<file path="src/rtl/oled_pkg.sv">
// Shared constants and types for the OLED SPI display model.
// Holds the page/column command subset, the parser state type and the
// default frame-buffer geometry.
package oled_pkg;

  // Default geometry: 4 pages of 8 pixel rows, 128 columns per page.
  localparam int unsigned NUM_PAGES_DEF   = 4;
  localparam int unsigned NUM_COLS_DEF    = 128;
  localparam int unsigned SYNC_STAGES_DEF = 2;

  // Command bytes and command nibbles decoded by the parser.
  localparam logic [7:0] CMD_SET_PAGE  = 8'h22;
  localparam logic [3:0] CMD_COL_LO    = 4'h0;
  localparam logic [3:0] CMD_COL_HI    = 4'h1;
  localparam logic [3:0] CMD_PAGE_BASE = 4'hB;

  typedef enum logic {
    CMD      = 1'b0,
    PAGE_ARG = 1'b1
  } parser_state_t;

endpackage

</file>
<file path="src/rtl/oled_spi_sink_if.sv">
// Bus between the screen-update sequencer (master) and the OLED display
// model (slave).
//   CS, SCLK, SDO, DC : SPI link driven by the master
//   RX_VALID/RX_BYTE/RX_DC : received byte report
//   WR_EN/WR_ADDR/WR_DATA  : frame-buffer write port, WR_ADDR = {page, col}
//   PAGE, COL : current pointers;  ERR : protocol error pulse
interface oled_spi_sink_if
  import oled_pkg::*;
#(
  parameter int unsigned NUM_PAGES = NUM_PAGES_DEF,
  parameter int unsigned NUM_COLS  = NUM_COLS_DEF
);
  localparam int unsigned PAGE_W = $clog2(NUM_PAGES);
  localparam int unsigned COL_W  = $clog2(NUM_COLS);

  logic                    CS;
  logic                    SCLK;
  logic                    SDO;
  logic                    DC;
  logic                    RX_VALID;
  logic [7:0]              RX_BYTE;
  logic                    RX_DC;
  logic                    WR_EN;
  logic [PAGE_W+COL_W-1:0] WR_ADDR;
  logic [7:0]              WR_DATA;
  logic [PAGE_W-1:0]       PAGE;
  logic [COL_W-1:0]        COL;
  logic                    ERR;

  modport master (
    output CS, SCLK, SDO, DC,
    input  RX_VALID, RX_BYTE, RX_DC, WR_EN, WR_ADDR, WR_DATA, PAGE, COL, ERR
  );

  modport slave (
    input  CS, SCLK, SDO, DC,
    output RX_VALID, RX_BYTE, RX_DC, WR_EN, WR_ADDR, WR_DATA, PAGE, COL, ERR
  );

endinterface

</file>
<file path="src/rtl/spi_rx_mode3.sv">
// SPI mode 3 byte receiver oversampled on CLK.
//   CLK, RST          : system clock, synchronous active-high reset
//   CS, SCLK, SDO, DC : raw asynchronous SPI inputs
//   rx_byte_c/rx_dc_c : byte and DC as seen at the completing sample event
//   rx_valid_c        : high in the cycle of the 8th sample event
//   rx_abort_c        : high in the cycle CS rises with a partial byte held
// The *_c outputs are combinational so the parent can register them and
// report the byte exactly one CLK after the sample event.
module spi_rx_mode3 #(
  parameter int unsigned SYNC_STAGES = 2
) (
  input  logic       CLK,
  input  logic       RST,
  input  logic       CS,
  input  logic       SCLK,
  input  logic       SDO,
  input  logic       DC,
  output logic [7:0] rx_byte_c,
  output logic       rx_dc_c,
  output logic       rx_valid_c,
  output logic       rx_abort_c
);

  logic [SYNC_STAGES-1:0] cs_sync;
  logic [SYNC_STAGES-1:0] sclk_sync;
  logic [SYNC_STAGES-1:0] sdo_sync;
  logic [SYNC_STAGES-1:0] dc_sync;
  logic                   cs_s;
  logic                   sclk_s;
  logic                   sdo_s;
  logic                   dc_s;
  logic                   cs_prev;
  logic                   sclk_prev;
  logic [6:0]             shreg_q;
  logic [2:0]             cnt_q;
  logic                   sample_c;
  logic                   cs_rise_c;

  assign cs_s   = cs_sync[SYNC_STAGES-1];
  assign sclk_s = sclk_sync[SYNC_STAGES-1];
  assign sdo_s  = sdo_sync[SYNC_STAGES-1];
  assign dc_s   = dc_sync[SYNC_STAGES-1];

  // Synchronizers; CS and SCLK reset to their idle-high level.
  always_ff @(posedge CLK) begin
    if (RST) begin
      cs_sync   <= '1;
      sclk_sync <= '1;
      sdo_sync  <= '0;
      dc_sync   <= '0;
      cs_prev   <= 1'b1;
      sclk_prev <= 1'b1;
    end else begin
      cs_sync   <= {cs_sync[SYNC_STAGES-2:0], CS};
      sclk_sync <= {sclk_sync[SYNC_STAGES-2:0], SCLK};
      sdo_sync  <= {sdo_sync[SYNC_STAGES-2:0], SDO};
      dc_sync   <= {dc_sync[SYNC_STAGES-2:0], DC};
      cs_prev   <= cs_s;
      sclk_prev <= sclk_s;
    end
  end

  // Sample on SCLK rising while selected; a CS rise can never share a cycle
  // with a sample event, so a byte completed on its 8th bit is never aborted.
  always_comb begin
    sample_c   = sclk_s & ~sclk_prev & ~cs_s;
    cs_rise_c  = cs_s & ~cs_prev;
    rx_byte_c  = {shreg_q, sdo_s};
    rx_dc_c    = dc_s;
    rx_valid_c = sample_c && (cnt_q == 3'd7);
    rx_abort_c = cs_rise_c && (cnt_q != 3'd0);
  end

  // Shift register and bit counter; only the low 7 bits need storing.
  always_ff @(posedge CLK) begin
    if (RST) begin
      shreg_q <= '0;
      cnt_q   <= '0;
    end else if (cs_rise_c) begin
      shreg_q <= '0;
      cnt_q   <= '0;
    end else if (sample_c) begin
      shreg_q <= {shreg_q[5:0], sdo_s};
      cnt_q   <= cnt_q + 3'd1;
    end
  end

endmodule

</file>
<file path="src/rtl/oled_spi_sink.sv">
// Display-end model of the PmodOLED SPI link.
//   CLK, RST : system clock, synchronous active-high reset
//   bus      : slave side of oled_spi_sink_if (SPI in; received byte,
//              frame-buffer write port, page/column pointers, ERR out)
// Decodes the page/column command subset and writes data bytes into a
// page-addressed frame buffer. Parameters must match those of the bus.
module oled_spi_sink
  import oled_pkg::*;
#(
  parameter int unsigned NUM_PAGES   = NUM_PAGES_DEF,
  parameter int unsigned NUM_COLS    = NUM_COLS_DEF,
  parameter int unsigned SYNC_STAGES = SYNC_STAGES_DEF
) (
  input logic             CLK,
  input logic             RST,
  oled_spi_sink_if.slave  bus
);

  localparam int unsigned PAGE_W = $clog2(NUM_PAGES);
  localparam int unsigned COL_W  = $clog2(NUM_COLS);
  localparam int unsigned ADDR_W = PAGE_W + COL_W;

  logic [7:0]        rx_byte_c;
  logic              rx_dc_c;
  logic              rx_valid_c;
  logic              rx_abort_c;

  parser_state_t     state_q;
  logic              rx_valid_q;
  logic [7:0]        rx_byte_q;
  logic              rx_dc_q;
  logic              wr_en_q;
  logic [ADDR_W-1:0] wr_addr_q;
  logic [7:0]        wr_data_q;
  logic [PAGE_W-1:0] page_q;
  logic [COL_W-1:0]  col_q;
  logic              err_q;
  logic              ptr_load_q;
  logic [PAGE_W-1:0] page_nxt_q;
  logic [COL_W-1:0]  col_nxt_q;

  logic              is_set_page_c;
  logic              is_col_lo_c;
  logic              is_col_hi_c;
  logic              is_page_c;
  logic              page_arg_bad_c;
  logic [PAGE_W-1:0] page_cmd_c;
  logic [PAGE_W-1:0] page_arg_c;
  logic [7:0]        col_lo8_c;
  logic [7:0]        col_hi8_c;
  logic [COL_W-1:0]  col_lo_c;
  logic [COL_W-1:0]  col_hi_c;
  logic [COL_W-1:0]  col_inc_c;

  spi_rx_mode3 #(
    .SYNC_STAGES (SYNC_STAGES)
  ) u_rx (
    .CLK        (CLK),
    .RST        (RST),
    .CS         (bus.CS),
    .SCLK       (bus.SCLK),
    .SDO        (bus.SDO),
    .DC         (bus.DC),
    .rx_byte_c  (rx_byte_c),
    .rx_dc_c    (rx_dc_c),
    .rx_valid_c (rx_valid_c),
    .rx_abort_c (rx_abort_c)
  );

  // Command decode and candidate pointer values for the incoming byte.
  always_comb begin
    is_set_page_c  = (rx_byte_c == CMD_SET_PAGE);
    is_col_lo_c    = (rx_byte_c[7:4] == CMD_COL_LO);
    is_col_hi_c    = (rx_byte_c[7:4] == CMD_COL_HI) && !rx_byte_c[3];
    is_page_c      = (rx_byte_c[7:4] == CMD_PAGE_BASE) &&
                     (32'(rx_byte_c[3:0]) < NUM_PAGES);
    page_cmd_c     = PAGE_W'(rx_byte_c[3:0]);
    page_arg_c     = rx_byte_c[PAGE_W-1:0];
    page_arg_bad_c = (rx_byte_c >> PAGE_W) != 8'd0;
    col_lo8_c      = 8'(col_q);
    col_lo8_c[3:0] = rx_byte_c[3:0];
    col_lo_c       = COL_W'(col_lo8_c);
    col_hi8_c      = 8'(col_q);
    col_hi8_c[6:4] = rx_byte_c[2:0];
    col_hi_c       = COL_W'(col_hi8_c);
    col_inc_c      = (col_q == COL_W'(NUM_COLS - 1)) ? '0 : col_q + COL_W'(1);
  end

  // Parser: reports and writes are registered at the sample event; the
  // pointer update is staged one cycle so PAGE/COL still show the old
  // values during the RX_VALID cycle.
  always_ff @(posedge CLK) begin
    if (RST) begin
      state_q    <= CMD;
      rx_valid_q <= 1'b0;
      rx_byte_q  <= '0;
      rx_dc_q    <= 1'b0;
      wr_en_q    <= 1'b0;
      wr_addr_q  <= '0;
      wr_data_q  <= '0;
      page_q     <= '0;
      col_q      <= '0;
      err_q      <= 1'b0;
      ptr_load_q <= 1'b0;
      page_nxt_q <= '0;
      col_nxt_q  <= '0;
    end else begin
      rx_valid_q <= 1'b0;
      wr_en_q    <= 1'b0;
      err_q      <= rx_abort_c;
      ptr_load_q <= 1'b0;

      if (ptr_load_q) begin
        page_q <= page_nxt_q;
        col_q  <= col_nxt_q;
      end

      if (rx_valid_c) begin
        rx_valid_q <= 1'b1;
        rx_byte_q  <= rx_byte_c;
        rx_dc_q    <= rx_dc_c;
        ptr_load_q <= 1'b1;
        page_nxt_q <= page_q;
        col_nxt_q  <= col_q;
        state_q    <= CMD;

        if (rx_dc_c) begin
          // Data is always written; it also breaks a pending page argument.
          wr_en_q   <= 1'b1;
          wr_addr_q <= {page_q, col_q};
          wr_data_q <= rx_byte_c;
          col_nxt_q <= col_inc_c;
          if (state_q == PAGE_ARG) err_q <= 1'b1;
        end else if (state_q == PAGE_ARG) begin
          page_nxt_q <= page_arg_c;
          if (page_arg_bad_c) err_q <= 1'b1;
        end else if (is_set_page_c) begin
          state_q <= PAGE_ARG;
        end else if (is_col_lo_c) begin
          col_nxt_q <= col_lo_c;
        end else if (is_col_hi_c) begin
          col_nxt_q <= col_hi_c;
        end else if (is_page_c) begin
          page_nxt_q <= page_cmd_c;
        end
      end
    end
  end

  assign bus.RX_VALID = rx_valid_q;
  assign bus.RX_BYTE  = rx_byte_q;
  assign bus.RX_DC    = rx_dc_q;
  assign bus.WR_EN    = wr_en_q;
  assign bus.WR_ADDR  = wr_addr_q;
  assign bus.WR_DATA  = wr_data_q;
  assign bus.PAGE     = page_q;
  assign bus.COL      = col_q;
  assign bus.ERR      = err_q;

endmodule
</file>
<file path="src/flat_wrapper.sv">
// flat-port wrapper written by rule: the top's interface ports become plain ports
module oled_spi_sink_flat import oled_pkg::*;
#(
  parameter int unsigned NUM_PAGES   = NUM_PAGES_DEF,
  parameter int unsigned NUM_COLS    = NUM_COLS_DEF,
  parameter int unsigned SYNC_STAGES = SYNC_STAGES_DEF
)
  (CLK, RST, bus_CS, bus_SCLK, bus_SDO, bus_DC, bus_RX_VALID, bus_RX_BYTE, bus_RX_DC, bus_WR_EN, bus_WR_ADDR, bus_WR_DATA, bus_PAGE, bus_COL, bus_ERR);
  oled_spi_sink_if #(.NUM_PAGES(NUM_PAGES), .NUM_COLS(NUM_COLS)) bus_i ();
  input logic CLK;
  input logic RST;
  input wire logic [$bits(bus_i.CS)-1:0] bus_CS;
  input wire logic [$bits(bus_i.SCLK)-1:0] bus_SCLK;
  input wire logic [$bits(bus_i.SDO)-1:0] bus_SDO;
  input wire logic [$bits(bus_i.DC)-1:0] bus_DC;
  output wire logic [$bits(bus_i.RX_VALID)-1:0] bus_RX_VALID;
  output wire logic [$bits(bus_i.RX_BYTE)-1:0] bus_RX_BYTE;
  output wire logic [$bits(bus_i.RX_DC)-1:0] bus_RX_DC;
  output wire logic [$bits(bus_i.WR_EN)-1:0] bus_WR_EN;
  output wire logic [$bits(bus_i.WR_ADDR)-1:0] bus_WR_ADDR;
  output wire logic [$bits(bus_i.WR_DATA)-1:0] bus_WR_DATA;
  output wire logic [$bits(bus_i.PAGE)-1:0] bus_PAGE;
  output wire logic [$bits(bus_i.COL)-1:0] bus_COL;
  output wire logic [$bits(bus_i.ERR)-1:0] bus_ERR;
  assign bus_i.CS = bus_CS;
  assign bus_i.SCLK = bus_SCLK;
  assign bus_i.SDO = bus_SDO;
  assign bus_i.DC = bus_DC;
  assign bus_RX_VALID = bus_i.RX_VALID;
  assign bus_RX_BYTE = bus_i.RX_BYTE;
  assign bus_RX_DC = bus_i.RX_DC;
  assign bus_WR_EN = bus_i.WR_EN;
  assign bus_WR_ADDR = bus_i.WR_ADDR;
  assign bus_WR_DATA = bus_i.WR_DATA;
  assign bus_PAGE = bus_i.PAGE;
  assign bus_COL = bus_i.COL;
  assign bus_ERR = bus_i.ERR;
  oled_spi_sink #(.NUM_PAGES(NUM_PAGES), .NUM_COLS(NUM_COLS), .SYNC_STAGES(SYNC_STAGES)) u_core (.CLK(CLK), .RST(RST), .bus(bus_i));
endmodule
</file>
<file path="config.mk">
export PLATFORM = sky130hd
export DESIGN_NAME = oled_spi_sink_flat
export DESIGN_NICKNAME = d
export VERILOG_FILES = /design/src/rtl/oled_pkg.sv /design/src/rtl/oled_spi_sink_if.sv /design/src/rtl/spi_rx_mode3.sv /design/src/rtl/oled_spi_sink.sv /design/src/flat_wrapper.sv
export SDC_FILE = /design/constraint.sdc
export NUM_CORES = 1
export LEC_CHECK = 0
export BUFFER_PORTS_ARGS = -buffer_cell sky130_fd_sc_hd__buf_2
export CAP_MARGIN = 10
export CORE_ASPECT_RATIO = 0.9
export CORE_MARGIN = 1
export CORE_UTILIZATION = 50
export CTS_CLUSTER_SIZE = 30
export DETAILED_ROUTE_END_ITERATION = 16
export GPL_TIMING_DRIVEN = 0
export HOLD_SLACK_MARGIN = 0.12
export MAX_ROUTING_LAYER = met4
export PLACE_DENSITY = 0.72
export SETUP_SLACK_MARGIN = 0.3
export SYNTH_ARGS = -nofsm -noshare
export SYNTH_HDL_FRONTEND = slang
export SYNTH_HIERARCHICAL = 1
export SYNTH_SLANG_ARGS = --single-unit
</file>
<file path="constraint.sdc">
create_clock -name CLK -period 2.35 [get_ports CLK]
set_clock_uncertainty 0.1 [all_clocks]
set_input_delay 0.235 -clock CLK [delete_from_list [all_inputs] [get_ports CLK]]
set_output_delay 0.235 -clock CLK [all_outputs]
set_load 0.05 [all_outputs]
</file>
* After elaboration in Yosys (flattened, before gate mapping)
Index checks and enable logic that the tools add are counted.
Cells by class: $add $sub $neg 2, magnitude comparators 1, eq/ne operators 5, mux-type cells 22, bitwise operators 7, reductions and logical operators 11
Operators by type and width (count):
- $mux 7 | 6
- $mux 2 | 6
- $mux 1 | 10
- $eq 8x6->1 const B | 1
- $reduce_bool 8->1 | 1
- $add 7x1->7 const B | 1
- $eq 7x7->1 const B | 1
- $eq 4x1->1 const B | 1
- $eq 4x4->1 const B | 1
- $logic_and 1x1->1 | 4
- $logic_not 4->1 | 1
- $lt 4x3->1 const B | 1
- $not 1->1 | 4
- $reduce_or 2->1 | 2
- $add 3x1->3 const B | 1
- $and 1x1->1 | 3
- $eq 3x3->1 const B | 1
- $reduce_bool 3->1 | 1
- $reduce_and 2->1 | 1
- $logic_not 1->1 | 1
Storage, ports and cells: register bits after elaboration 68, bits of input ports 6, output and inout bits 38, word-level logic and storage cells 68

* Longest topological paths before layout
word-level depth 8, depth in mapped cells 8, mapped depth without buffers 6

* Hierarchy
Netlist, hierarchy kept.
By module, submodules not included:
- oled_spi_sink | times used 1, cells each 234, area an instance 2043.2 um^2, sequential area each 960.9 um^2
- spi_rx_mode3 | times used 1, cells each 76, area an instance 721.9 um^2, sequential area each 400.4 um^2

* Least setup slack after synthesis
Ideal clock, no wire load.
kind flip-flop to flip-flop, start reg u_core.col_q[0] (netlist: u_core/bus.COL[0]), end reg u_core.col_nxt_q[3], library setup time 0.137 ns, data arrival time 1.650 ns, required time 2.113 ns, slack 0.463 ns, cell stages (with the launch flop) 6, path buffers 0, period minus slack after synthesis 1.887 ns, cell sequence dfxtp_1 ha_1 and3_1 a41oi_2 a211oi_2 a211oi_1
Between the ends: word-level cells in the longest chain between the ends 3, elaborated cells on any way between the ends 4, those cells by class add/sub (1); eq/ne (1); mux (2)
RTL lines:
- from (decl) | RTL line oled_spi_sink.sv:36 | logic [COL_W-1:0] col_q;
- from (signal assigned) | RTL line oled_spi_sink.sv:115 | col_q <= col_nxt_q;
- $add 7x1->7 or $eq 7x7->1 (tied branches) | RTL line oled_spi_sink.sv:86 | col_inc_c = (col_q == COL_W'(NUM_COLS - 1)) ? '0 : col_q + COL_W'(1);
- $mux 7 (*) | RTL line oled_spi_sink.sv:86
- $mux 7 (*) | RTL line oled_spi_sink.sv:127 | if (rx_dc_c) begin
- to (signal assigned) | RTL line oled_spi_sink.sv:124 | col_nxt_q <= col_q;
- to (signal assigned) | RTL line oled_spi_sink.sv:132 | col_nxt_q <= col_inc_c;
- to (signal assigned) | RTL line oled_spi_sink.sv:140 | col_nxt_q <= col_lo_c;
- to (decl) | RTL line oled_spi_sink.sv:40 | logic [COL_W-1:0] col_nxt_q;
Every way passes the cells marked *; elsewhere a longest branch is shown, timed or not. A chain may end at the register's enable or synchronous reset.

* Worst setup path after layout
start reg u_core.u_rx.cs_sync[1], end reg u_core.rx_byte_q[7] (netlist: u_core/bus.RX_BYTE[7])
Between the ends: word-level cells in the longest chain between the ends 3
RTL lines:
- from (decl) | RTL line spi_rx_mode3.sv:24 | logic [SYNC_STAGES-1:0] cs_sync;
- from (signal assigned) | RTL line spi_rx_mode3.sv:54 | cs_sync <= {cs_sync[SYNC_STAGES-2:0], CS};
- $not 1->1 | RTL line spi_rx_mode3.sv:66 | sample_c = sclk_s & ~sclk_prev & ~cs_s;
- $and 1x1->1 | RTL line spi_rx_mode3.sv:66
- $logic_and 1x1->1 | RTL line spi_rx_mode3.sv:70 | rx_valid_c = sample_c && (cnt_q == 3'd7);
- via u_core.rx_valid_c | RTL line oled_spi_sink.sv:25 | logic rx_valid_c;
- to (signal assigned) | RTL line oled_spi_sink.sv:120 | rx_byte_q <= rx_byte_c;
- to (decl) | RTL line oled_spi_sink.sv:30 | logic [7:0] rx_byte_q;
The timed path passes the listed nets, and every way through them passes these cells.

==> reports/qor.txt <==
final core utilization - 63.1%
Max Freq - 0.535 GHz
Yosys cell types - 48
crit path DAT - 1.98 ns
row count - 25
max_cap viols - 0
Pwr Density - 653 nW/um^2
fin crit period - 1.87 ns
switching share of power - 20.9%
Seq cells post-synth - 68
final worst-path cycle share - 79.6%
Mapped Cells - 310
Root Driver - clkbuf_8
Worst-path clk slew - 0.07 ns
DR WL/cell - 14.2 um
Seq pwr share - 53.4%
via count - 2365
Worst Hold Class - flop to flop
power share of the clock group - 44.1%
multiplexer share of the synthesized area - 6.52%
largest net degree at the start of global routing - 12
Final WS setup - 0.479 ns
ys flop type - dfxtp_1
ys async rst share - 0%
VDD IR-drop max - 0.000550 V
post-route design area - 3340 um^2
deepest clock path buffer count - 2
syn_nets - 320
H-tree lvl count - 3
Critical Setup Path Class - flop to flop
yosys warns - 6
GRT Resource Usage Total - 24.5%
GRT Residual Overflow - 0
Final setup viols - 0
Internal - 1730 uW
Die Footprint - 5830 um^2
initial antenna violation count - 0
sequential fraction of the synthesis area - 49.2%
Worst Path Required - 2.46 ns
leakage power - 0.00132 uW
first-pass GRT wire length - 10200 um
Simple-Gate Fraction of Synth Area - 23.5%
slew margin rel. - 55.1%
largest family of logic cells by synthesized area - simple AND/OR/NAND/NOR gates
CTS tree - yes
DP Worst Slack - 0.275 ns
Routability Congestion - 0.885
Post-Syn Area - 2770 um^2
Layout area overhead - 20.7%
area share of fa/ha/maj cells after synthesis - 1.81%
chip width - 80.4 um
First-pass DRT Iterations - 4
Detailed Route Iter0 Violations - 166
post-synthesis xor/xnor area fraction - 0.950%
CTS Sinks - 68
Area contributors post-synth - dfxtp_1, nand2_1, mux2i_1, a21oi_1, nor2_1
Antenna Violating Nets Remaining - 0
Compound-Gate Fraction of Synth Area - 13.3%
Fin Setup TNS - 0 ns
Placement Cell Area - 3060 um^2
CP max FO - 10
Die H - 72.6 um
Starting Density - 52.3%
Yosys top cell area share - 49.2%
final net count - 379
RSZ-0062 raised after global routing - no
I/O pin cnt - 44
number of global-route vias before repair - 2268
dpl hpwl - 4290 um
DRC violations left - 0
sw power - 455 uW
core box area - 5290 um^2
Slew Viols, Final - 0
Num CTS Buffers - 9
top cell type by total area after synthesis - dfxtp_1
Gate power share - 2.6%
post-DR vias/cell - 5.36
outcome - finished, final reports clean
later-pin clock latency in the skew report - 0.35 ns
Mean Syn Cell Area - 8.92 um^2
post-CTS setup repair buffer count - 0
critical path endpoint category - flop
drt total wl - 6280 um
EDFF count, synth - 0
worst slew pin tran - 0.673 ns
IO buf count - 43
final hold violations - 0
share of cells above drive strength 1 - 23.0%
Ant. Diodes - 0
Startpoint Class - flop
[critical path: stages (launching register included)]
cell and delay [ns]:
dfxtp_1 0.35, nor3b_4 0.21, buf_4 0.20, and2_2 0.21, clkbuf_4 0.23, buf_6 0.19
mux2i_1 0.19, nor2_1 0.06
[path summary, 6_finish.rpt]
check | startpoint | to | slack [ns] | depth (start not counted)
setup / recovery | u_core/u_rx/cs_sync[1]$_SDFF_PP1_ | u_core/bus.RX_BYTE[7]$_SDFFE_PP0P_ | 0.48 | 7
setup reg to reg | u_core/u_rx/cs_sync[1]$_SDFF_PP1_ | u_core/bus.RX_BYTE[7]$_SDFFE_PP0P_ | 0.48 | 7
hold / removal | u_core/u_rx/sclk_sync[0]$_SDFF_PP1_ | u_core/u_rx/sclk_sync[1]$_SDFF_PP1_ | 0.31 | 1
hold reg to reg | u_core/u_rx/sclk_sync[0]$_SDFF_PP1_ | u_core/u_rx/sclk_sync[1]$_SDFF_PP1_ | 0.31 | 1
[final cells by class]
cell class / instances / area (um^2)
clock buffer: 12 / 155
sequential: 68 / 1360
timing repair buffer: 48 / 265
buffer: 22 / 124
tap: 67 / 83.8
fill: 477 / 1950
clock inverter: 4 / 47.5
multi-input combinational: 215 / 1280
inverter: 5 / 18.8
[Yosys cell counts, types with 2 or more instances]
master,instances
nor2b_1,7
nand2_1,56
dfxtp_1,68
ha_1,4
nand3_1,4
or2_2,6
and4_1,2
buf_4,3
nand3b_1,2
buf_1,2
mux2i_1,18
nand2_2,2
xnor2_1,3
buf_2,7
a31o_1,2
o21ai_0,3
a311oi_1,4
and3_1,3
and2_1,2
inv_1,5
clkbuf_1,9
a31oi_1,5
a211oi_1,3
nor3b_1,3
nand2b_1,5
nor2_1,31
a21oi_1,29
nor3_2,2
[through the flow]
step	std cells	hold slack, ns	total power [uW]
after CTS	441	0.311	2200
after global placement	420	0.292	1240
after global routing	441	0.329	2270
after detailed placement	420	0.294	1240
after floorplan	310	0.227	1220
final	441	0.309	2180
[cells by family after synthesis]
| kind of cell | after synthesis |
|---|---|
| mux | 18 |
| flops | 68 |
| simple gates | 133 |
| fa+ha+maj | 4 |
| compound gates | 57 |
| buf+inv | 27 |
| xor+xnor | 3 |
[cell usage in the layout, fill, tap and decap left out, types with 2 or more instances in the layout]
cell / Yosys / routed
a211oi_1: 3 / 3
a21oi_1: 29 / 29
a311oi_1: 4 / 4
a31o_1: 2 / 2
a31oi_1: 5 / 5
and3_1: 3 / 3
and4_1: 2 / 2
buf_1: 2 / 2
buf_2: 7 / 48
buf_4: 3 / 4
buf_6: 1 / 2
clkbuf_1: 9 / 8
clkbuf_8: 0 / 11
clkinv_2: 0 / 2
dfxtp_1: 68 / 68
dlygate4sd3_1: 0 / 5
ha_1: 4 / 4
inv_1: 5 / 5
mux2i_1: 18 / 18
nand2_1: 56 / 56
nand2_2: 2 / 2
nand2b_1: 5 / 5
nand3_1: 4 / 4
nand3b_1: 2 / 2
nor2_1: 31 / 31
nor2b_1: 7 / 7
nor3_2: 2 / 2
nor3b_1: 3 / 3
o21ai_0: 3 / 3
or2_2: 6 / 6
xnor2_1: 3 / 3
[registers in the layout, summed over array words and instances, names as in the netlist, 3 cells and up]
register,flops
u_core/u_rx/cnt_q,3
u_core/u_rx/shreg_q,7
u_core/bus.WR_DATA,8
u_core/bus.COL,7
u_core/bus.RX_BYTE,8
u_core/col_nxt_q,7
u_core/bus.WR_ADDR,9
[power by group through the flow]
stage / combinational [uW] / sequential [uW] / clock [uW]
floorplan: 32.1 / 1190 / 0
global placement: 48.2 / 1190 / 0
detailed placement: 48.6 / 1190 / 0
CTS: 55.2 / 1160 / 986
global route: 59.7 / 1160 / 1040
finish: 55.7 / 1160 / 962
[repair_timing]
action / CTS / global route
gates resized for setup: 2 / 9
endpoints found under the setup margin: 20 / 23
hold buffers: 5 / 0
endpoints found under the hold margin: 5 / 0
[metal layers]
layer  global-route usage, %  vias to the layer above  routed length (um)
li1                        -                     1171                   -
met1                    26.8                     1111                2670
met2                    39.4                       77                3160
met3                    8.43                        6                 396
met4                    12.5                        0                  64
met5                       -                        -                   0
Power figures use the tool's default switching activity.
